**src/rtl/ace_pkg.sv**
```systemverilog
// Shared ACE snoop definitions: CR bit positions, cache state-update
// opcodes, AC snoop opcodes and the default snoop channel structs.
package ace_pkg;

  // CR response bit positions
  localparam int unsigned CrDt  = 0;  // DataTransfer
  localparam int unsigned CrErr = 1;  // Error
  localparam int unsigned CrPd  = 2;  // PassDirty
  localparam int unsigned CrIs  = 3;  // IsShared
  localparam int unsigned CrWu  = 4;  // WasUnique

  // State update requested from the local cache after a snoop hit
  typedef enum logic [1:0] {
    UPD_NONE    = 2'd0,
    UPD_SHARED  = 2'd1,
    UPD_CLEAN   = 2'd2,
    UPD_INVALID = 2'd3
  } upd_op_e;

  // AC snoop opcodes shared with the CCU
  localparam logic [3:0] SNP_READ_ONCE       = 4'b0000;
  localparam logic [3:0] SNP_READ_SHARED     = 4'b0001;
  localparam logic [3:0] SNP_READ_CLEAN      = 4'b0010;
  localparam logic [3:0] SNP_READ_NSD        = 4'b0011;
  localparam logic [3:0] SNP_READ_UNIQUE     = 4'b0111;
  localparam logic [3:0] SNP_CLEAN_SHARED    = 4'b1000;
  localparam logic [3:0] SNP_CLEAN_INVALID   = 4'b1001;
  localparam logic [3:0] SNP_MAKE_INVALID    = 4'b1101;
  localparam logic [3:0] SNP_DVM_COMPLETE    = 4'b1110;
  localparam logic [3:0] SNP_DVM_MESSAGE     = 4'b1111;

  // Default channel payloads for a 64-bit address / 64-bit data snoop bus
  typedef struct packed {
    logic [63:0] addr;
    logic [3:0]  snoop;
  } ac_chan_t;

  typedef struct packed {
    logic [63:0] data;
    logic        last;
  } cd_chan_t;

  typedef struct packed {
    ac_chan_t ac;
    logic     ac_valid;
    logic     cr_ready;
    logic     cd_ready;
  } snoop_req_t;

  typedef struct packed {
    logic       ac_ready;
    logic       cr_valid;
    logic [4:0] cr_resp;
    logic       cd_valid;
    cd_chan_t   cd;
  } snoop_resp_t;

  // True for the snoops this responder answers with a cache lookup
  function automatic logic snoop_supported(input logic [3:0] snoop);
    case (snoop)
      SNP_READ_ONCE, SNP_READ_SHARED, SNP_READ_CLEAN, SNP_READ_NSD,
      SNP_READ_UNIQUE, SNP_CLEAN_SHARED, SNP_CLEAN_INVALID,
      SNP_MAKE_INVALID: return 1'b1;
      default:          return 1'b0;
    endcase
  endfunction

endpackage

```
**src/rtl/ace_snoop_cd_serializer.sv**
```systemverilog
// Holds one captured cache line and streams it onto CD, lowest beat first,
// advancing only on a cd_valid & cd_ready handshake. done pulses with the
// handshake of the last beat.
module ace_snoop_cd_serializer
  import ace_pkg::*;
#(
  parameter int unsigned DataWidth = 64,
  parameter int unsigned LineWidth = 512
) (
  input  logic                 clk,
  input  logic                 rst_n,
  input  logic                 start,
  input  logic [LineWidth-1:0] line,
  input  logic                 cd_ready,
  output logic                 cd_valid,
  output logic [DataWidth-1:0] cd_data,
  output logic                 cd_last,
  output logic                 done
);

  localparam int unsigned NoBeats  = LineWidth / DataWidth;
  localparam int unsigned CntWidth = (NoBeats > 1) ? $clog2(NoBeats) : 1;
  localparam logic [CntWidth-1:0] LastBeat = CntWidth'(NoBeats - 1);

  logic                 busy_q;
  logic [CntWidth-1:0]  cnt_q;
  logic [LineWidth-1:0] line_q;
  logic                 beat_hs;

  assign cd_valid = busy_q;
  assign cd_last  = busy_q && (cnt_q == LastBeat);
  assign cd_data  = busy_q ? line_q[32'(cnt_q) * DataWidth +: DataWidth] : '0;
  assign beat_hs  = busy_q & cd_ready;
  assign done     = beat_hs & cd_last;

  // Burst control: start arms the burst, each handshake advances the beat
  // NOTE: sequential state uses non-blocking assignments so every flop
  // samples the pre-edge values regardless of statement order.
  always_ff @(posedge clk or negedge rst_n) begin
    if (!rst_n) begin
      busy_q <= 1'b0;
      cnt_q  <= '0;
    end else if (start) begin
      busy_q <= 1'b1;
      cnt_q  <= '0;
    end else if (beat_hs) begin
      if (cd_last) begin
        busy_q <= 1'b0;
        cnt_q  <= '0;
      end else begin
        cnt_q <= cnt_q + CntWidth'(1);
      end
    end
  end

  // Line capture at lookup result time
  // NOTE: the line register is pure datapath and is left without reset; its
  // contents are only visible while busy_q is set.
  always_ff @(posedge clk) begin
    if (start) line_q <= line;
  end

endmodule

```
**src/rtl/ace_snoop_responder.sv**
```systemverilog
// ACE snoop slave: accepts one AC snoop, looks up the private cache, returns
// CR and, when DataTransfer is set, streams the line on CD.
// Optional build macro ACE_SNOOP_RESP_ERR_EN: unsupported snoops answer with
// the Error bit instead of an all-zero response.
module ace_snoop_responder
  import ace_pkg::*;
#(
  parameter int unsigned AddrWidth    = 64,
  parameter int unsigned DataWidth    = 64,
  parameter int unsigned LineWidth    = 512,
  parameter type         snoop_req_t  = ace_pkg::snoop_req_t,
  parameter type         snoop_resp_t = ace_pkg::snoop_resp_t
) (
  input  logic                 clk_i,
  input  logic                 rst_ni,
  input  snoop_req_t           snoop_req_i,
  output snoop_resp_t          snoop_resp_o,
  output logic                 lookup_req_o,
  output logic [AddrWidth-1:0] lookup_addr_o,
  input  logic                 lookup_gnt_i,
  input  logic                 lookup_valid_i,
  input  logic                 lookup_hit_i,
  input  logic                 lookup_dirty_i,
  input  logic                 lookup_shared_i,
  input  logic [LineWidth-1:0] lookup_data_i,
  output logic                 upd_valid_o,
  output logic [1:0]           upd_op_o
);

  localparam int unsigned OffsetBits = $clog2(LineWidth / 8);

  localparam logic [1:0] StIdle   = 2'd0;
  localparam logic [1:0] StLookup = 2'd1;
  localparam logic [1:0] StWait   = 2'd2;
  localparam logic [1:0] StResp   = 2'd3;

`ifdef ACE_SNOOP_RESP_ERR_EN
  localparam logic [4:0] UnsupResp = 5'b00010;
`else
  localparam logic [4:0] UnsupResp = 5'b00000;
`endif

  logic [1:0]                    state_q, state_d;
  logic                          armed_q;
  logic [AddrWidth-1:OffsetBits] addr_q;
  logic [3:0]                    snoop_q;
  logic [4:0]                    cr_resp_q;
  logic                          cr_done_q, cd_done_q;

  logic       ac_ready, ac_hs, result, cr_valid, cr_hs;
  logic       cr_complete, cd_complete;
  logic       dt, pd, is_sh;
  logic [4:0] hit_resp;
  upd_op_e    hit_op;
  logic       ser_start, ser_done, cd_valid, cd_last;
  logic [DataWidth-1:0] cd_data;
  logic       addr_unused;

  // Line-offset bits are never forwarded to the cache
  assign addr_unused = ^snoop_req_i.ac.addr[OffsetBits-1:0];

  assign ac_ready     = armed_q && (state_q == StIdle);
  assign ac_hs        = ac_ready && snoop_req_i.ac_valid;
  assign result       = (state_q == StWait) && lookup_valid_i;
  assign cr_valid     = (state_q == StResp) && !cr_done_q;
  assign cr_hs        = cr_valid && snoop_req_i.cr_ready;
  assign cr_complete  = cr_done_q || cr_hs;
  assign cd_complete  = cd_done_q || ser_done;
  assign ser_start    = result && lookup_hit_i && hit_resp[CrDt];

  assign lookup_req_o  = (state_q == StLookup);
  assign lookup_addr_o = {addr_q, {OffsetBits{1'b0}}};
  assign upd_valid_o   = result && lookup_hit_i;
  assign upd_op_o      = upd_valid_o ? hit_op : UPD_NONE;

  // Hit response and state update from the captured opcode and line state
  // NOTE: every variable gets a default first so no path leaves it unassigned,
  // which would otherwise infer a latch.
  always_comb begin
    dt     = 1'b0;
    pd     = 1'b0;
    is_sh  = 1'b0;
    hit_op = UPD_NONE;
    case (snoop_q)
      SNP_READ_ONCE: begin
        dt = 1'b1; is_sh = 1'b1;
      end
      SNP_READ_SHARED, SNP_READ_NSD: begin
        dt = 1'b1; is_sh = 1'b1; pd = lookup_dirty_i; hit_op = UPD_SHARED;
      end
      SNP_READ_CLEAN: begin
        dt = 1'b1; is_sh = 1'b1;
      end
      SNP_READ_UNIQUE: begin
        dt = 1'b1; pd = lookup_dirty_i; hit_op = UPD_INVALID;
      end
      SNP_CLEAN_SHARED: begin
        dt = lookup_dirty_i; is_sh = 1'b1; pd = lookup_dirty_i; hit_op = UPD_CLEAN;
      end
      SNP_CLEAN_INVALID: begin
        dt = lookup_dirty_i; pd = lookup_dirty_i; hit_op = UPD_INVALID;
      end
      SNP_MAKE_INVALID: begin
        hit_op = UPD_INVALID;
      end
      default: ;
    endcase
    hit_resp        = '0;
    hit_resp[CrDt]  = dt;
    hit_resp[CrPd]  = pd;
    hit_resp[CrIs]  = is_sh;
    hit_resp[CrWu]  = !lookup_shared_i;
  end

  // Next-state logic
  always_comb begin
    state_d = state_q;
    case (state_q)
      StIdle:   if (ac_hs) state_d = snoop_supported(snoop_req_i.ac.snoop) ? StLookup : StResp;
      StLookup: if (lookup_gnt_i) state_d = StWait;
      StWait:   if (lookup_valid_i) state_d = StResp;
      StResp:   if (cr_complete && cd_complete) state_d = StIdle;
      default:  state_d = StIdle;
    endcase
  end

  // FSM, captured snoop, CR payload and per-channel completion flags
  always_ff @(posedge clk_i or negedge rst_ni) begin
    if (!rst_ni) begin
      state_q   <= StIdle;
      armed_q   <= 1'b0;
      addr_q    <= '0;
      snoop_q   <= '0;
      cr_resp_q <= '0;
      cr_done_q <= 1'b0;
      cd_done_q <= 1'b0;
    end else begin
      state_q <= state_d;
      armed_q <= 1'b1;
      if (ac_hs) begin
        addr_q  <= snoop_req_i.ac.addr[AddrWidth-1:OffsetBits];
        snoop_q <= snoop_req_i.ac.snoop;
        if (!snoop_supported(snoop_req_i.ac.snoop)) begin
          cr_resp_q <= UnsupResp;
          cr_done_q <= 1'b0;
          cd_done_q <= 1'b1;
        end
      end
      if (result) begin
        cr_resp_q <= lookup_hit_i ? hit_resp : 5'b00000;
        cr_done_q <= 1'b0;
        cd_done_q <= !(lookup_hit_i && hit_resp[CrDt]);
      end
      if (state_q == StResp) begin
        if (cr_hs)    cr_done_q <= 1'b1;
        if (ser_done) cd_done_q <= 1'b1;
      end
    end
  end

  ace_snoop_cd_serializer #(
    .DataWidth (DataWidth),
    .LineWidth (LineWidth)
  ) u_cd_serializer (
    .clk      (clk_i),
    .rst_n    (rst_ni),
    .start    (ser_start),
    .line     (lookup_data_i),
    .cd_ready (snoop_req_i.cd_ready),
    .cd_valid (cd_valid),
    .cd_data  (cd_data),
    .cd_last  (cd_last),
    .done     (ser_done)
  );

  // Response channel assembly; CR payload is zero while CR is idle
  always_comb begin
    snoop_resp_o          = '0;
    snoop_resp_o.ac_ready = ac_ready;
    snoop_resp_o.cr_valid = cr_valid;
    snoop_resp_o.cr_resp  = cr_valid ? cr_resp_q : 5'b00000;
    snoop_resp_o.cd_valid = cd_valid;
    snoop_resp_o.cd.data  = cd_data;
    snoop_resp_o.cd.last  = cd_last;
  end

endmodule

```
**config.mk**
```make
export PLATFORM = sky130hd
export DESIGN_NAME = ace_snoop_responder
export DESIGN_NICKNAME = d
export VERILOG_FILES = /design/src/rtl/ace_pkg.sv /design/src/rtl/ace_snoop_cd_serializer.sv /design/src/rtl/ace_snoop_responder.sv
export SDC_FILE = /design/constraint.sdc
export NUM_CORES = 1
export LEC_CHECK = 0
export CORE_AREA = 2 2 285 287
export DETAILED_ROUTE_END_ITERATION = 10
export DIE_AREA = 0 0 287 289
export SLEW_MARGIN = 40
export SYNTH_ARGS = -nofsm -noshare
export SYNTH_HDL_FRONTEND = slang
export SYNTH_SLANG_ARGS = --single-unit
```
**constraint.sdc**
```tcl
create_clock -name clk_i -period 19 [get_ports clk_i]
set_clock_uncertainty 0.05 [all_clocks]
set_input_delay 5.7 -clock clk_i [delete_from_list [all_inputs] [get_ports clk_i]]
set_output_delay 5.7 -clock clk_i [all_outputs]
set_load 0.01 [all_outputs]
```
==> results <==
- The max-slew headroom at the worst pin is 44.7%.
- Along the worst hold path, the cell count comes to 1.
- The run finished with clean final reports.
- Once layout is complete, the utilization of the core stands at 41.6%.
- The maximum cell stage delay along the critical path is 550 ps.
- The cell at the root of the clock tree is clkbuf_16.
- The startpoint type of the worst setup path is an input pin.
- The critical path crosses 5 cells after its start point.
- The number of vias in the routed layout is 12800.
- The critical path class is in -> out.
- The number of cells on the worst reg-to-reg path is 8.
- The number of flops mapped to enable cells by yosys is 512.
- The post-detailed-route DRC marker count is 0.
- Once routing completed, OpenROAD measured the worst setup slack at 5880 ps.
- The total power per unit cell area is 83.5 mW/mm^2.
- The total wirelength of the detailed-routed design is 63.3 mm.
- The longest clock path from root to sink contains 3 buffers.
- Synthesis produced 1039 cells.
- The synthesis warning total is 0.
- The finished layout holds 2909 standard cells, fillers aside.
- Timing would allow up to 76.2 MHz.
- The number of gates resized after cts is 0.
- The mean cell area of the mapped netlist is 21.9 sq um.
- In this run the remaining antenna-violating nets after routing total 0.
- The x dimension of the die is 287 um.
- The setup slack of the worst register-to-register path is 14770 ps.
- The number of hold-repair buffers added at the cts stage is 0.
- The pin count of the biggest net entering global routing is 87.
- The flip-flop and latch count after synthesis is 587.
- In this run the critical register-to-register path is launched from state_q[0].
- Setup repair after global routing left no endpoint under its margin.
- The number of different library cells in the post-synthesis netlist is 39.
- Summed over all cells, the static leakage comes to 11.0 nW.
- Compared with the post-synthesis result, the final layout area differs by 46.2%.
- The area fraction of the dominant cell type after synthesis is 67.6%.
- In the final layout, the share of cells above drive strength 1 is 16.7%.
- The pre-antenna-repair detailed-routing pass consisted of 5 iterations.
- The tool flagged a number of max-cap violations equal to 0.
- The first routing iteration left 604 violations.
- The endpoint kind of the worst setup timing path is a primary output.
- The die area is 0.0829 sq mm.
- Setup violations remaining at the end of the flow were counted as 0.
- The total number of nets in the final design is 2383.
- The startpoint identified for the worst hold timing path is cr_resp_q[4].
- In this run the vertical extent of the chip is 289 um.
- Pin placement for this block handled 731 I/O pins.
- The number of clock sinks seen by CTS is 587.
- The clock period minus final worst setup slack is 13120 ps.
- The largest fanout on the critical path is 4.
- STA puts the critical path data required time at 13250 ps.
- In the post-synthesis netlist, the biggest area contributors are edfxtp_1 (68%), mux4_2 (13%), dfrtp_1 (8.3%).
- The number of placed instances, taps included is 2776.
- The clock latency on the worst-skew pair is 600 ps.
- The worst setup timing slack at the placement stage is 5890 ps.
- The final count of hold timing violations is 0.
- For this run the aggregate overflow at the end of global routing stands at 0.
- In this design, the critical path's most frequently occurring cell is clkdlybuf4s50_1.
- The number of buffers and inverters on the critical path is 2.
- After layout, the worst path uses 69.1% of the clock period.
- The TritonCTS clock tree is built.
- The number of antenna violations at the first check in global routing is 19.
- The count of port buffers added during placement is 717.
- The total global routing track utilization is 14.8%.
- At the pin with the least slew margin, the transition time is 830 ps.
- Once detailed placement completed, the half-perimeter wirelength came to 46.5 mm.
- The master of the slowest instance on the critical path is clkdlybuf4s50_1.
- The average vias per placed instance is 4.40.
- The commonest cells after synthesis are edfxtp_1 (512), mux4_2 (128), dfrtp_1 (75).
- Dividing the detail-routed wire length by the instance count gives 21.8 um.
- The number of global-route vias before repair is 14100.
- The setup TNS is 0 ps.
- The worst register-to-register path ends at u_cd_serializer.line_q[411].
- The first global-routing pass estimated 89.5 mm of wire.
- The library cell with the largest summed area after synthesis is edfxtp_1.
- The worst ir drop on vdd is 0.0000785 V.
- The placement row count is 104.
- The most common cell in the synthesized netlist is edfxtp_1.
- At the worst endpoint, the arrival time is 7370 ps.
- Routability-driven placement finished with a final weighted congestion of 0.780.
- The proportion of synthesized flip-flops having asynchronous set or reset is 12.8%.
- The portion of the post-synthesis area used by sequential elements is 75.9%.
- After floorplanning, the core was sized to cover 0.0799 sq mm.
- The worst hold path class is reg -> reg.
- The signal on the critical path passes through clkdlybuf4s50_1, nand3_1, a21oi_1, o311a_1, clkdlybuf4s50_1.
- The tightest hold path in the finished design has a slack of 438 ps.
- The main flop type after synthesis is edfxtp_1.
- The mapped cell area is 0.0227 sq mm.
- The cell family contributing the most delay on the critical path is buffers and inverters.
- The total clock buffers created by CTS is 67.
- The depth of the CTS H-tree is 3.
- Once the floorplan was initialized, standard cells occupied 28.4% of the core.
- The max-slew violation total from the final report is 0.
- The total setup buffers inserted after CTS is 0.
- After clock tree synthesis, the clock-pin slew on the worst setup and hold paths is 60 ps.
- The worst hold path terminates at cr_resp_q[4].
power breakdown:
| group | internal (mW) | switching (mW) |
|---|---|---|
| clock network | 0.718 | 0.526 |
| logic | 0.104 | 0.0246 |
| registers | 1.40 | 0.000192 |
cell usage in the layout, fill, tap and decap left out, types with 10 or more instances in the layout:
cell / instances
clkdlybuf4s50_1: 716
edfxtp_1: 512
mux4_2: 128
dfrtp_1: 71
clkbuf_16: 68
mux2i_1: 65
nor2b_1: 65
mux2_2: 62
clkbuf_1: 20
diode_2: 12
clkinv_2: 10
kinds of logic after synthesis:
| family | after synthesis | share of synthesized area, % |
|---|---|---|
| DFF | 587 | 75.9 |
| and+or+nand+nor | 93 | 2.45 |
| buffers and inverters | 70 | 1.83 |
| muxes | 256 | 18.7 |
| other | 2 | 0.0330 |
| adders and majority gates | 7 | 0.385 |
| AOI/OAI and AO/OA | 24 | 0.727 |
per-layer routing:
metal	up-vias	GRT usage, %	part of all wire (%)
met3	106	5.47	9.5
met4	16	5.55	2.3
met2	571	27.5	55
met5	-	0	0.16
met1	6390	15.0	33
li1	5715	-	-
layout make-up:
type,count,area [sq um]
Clock inverter,30,320
Timing Repair Buffer,733,7350
Fill cell,7136,46700
Antenna cell,12,30.0
Inverter,9,33.8
Sequential cell,587,17300
Multi-Input combinational cell,388,5100
Tap cell,1060,1330
Clock buffer,90,1800
registers in the layout, indices dropped and copies added, names as in the netlist:
name / cells
cr_resp_q: 4
u_cd_serializer.line_q: 512
cd_done_q: 1
state_q: 2
cr_done_q: 1
addr_q: 58
armed_q: 1
u_cd_serializer.cd_valid: 1
snoop_q: 4
u_cd_serializer.cnt_q: 3
worst max-delay path by stage:
stage                               from                   endpoint
after CTS                 lookup_valid_i                upd_op_o[0]
after floorplan             lookup_hit_i  u_cd_serializer.line_q[0]
after global placement    lookup_valid_i                upd_op_o[0]
after global routing      lookup_valid_i                upd_op_o[0]
final                     lookup_valid_i                upd_op_o[0]
after detailed placement  lookup_valid_i                upd_op_o[0]
per-stage QoR:
| stage | area (sq um) | power [mW] |
|---|---|---|
| after detailed placement | 31100 | 1.56 |
| after CTS | 33200 | 2.82 |
| after global routing | 33200 | 2.88 |
| after global placement | 31000 | 1.56 |
| after floorplan | 22800 | 1.43 |
| final | 33200 | 2.78 |
worst reg2reg max path: cells and delay by family, from the launching register on:
kind                     cells  cell delay (ps)
buffers and inverters        5             2460
AO/OA/AOI/OAI                1              450
flip-flops                   1              400
adder cells (fa/ha/maj)      1              290
AND/OR/NAND/NOR              1              180
Power figures use the tool's default switching activity.
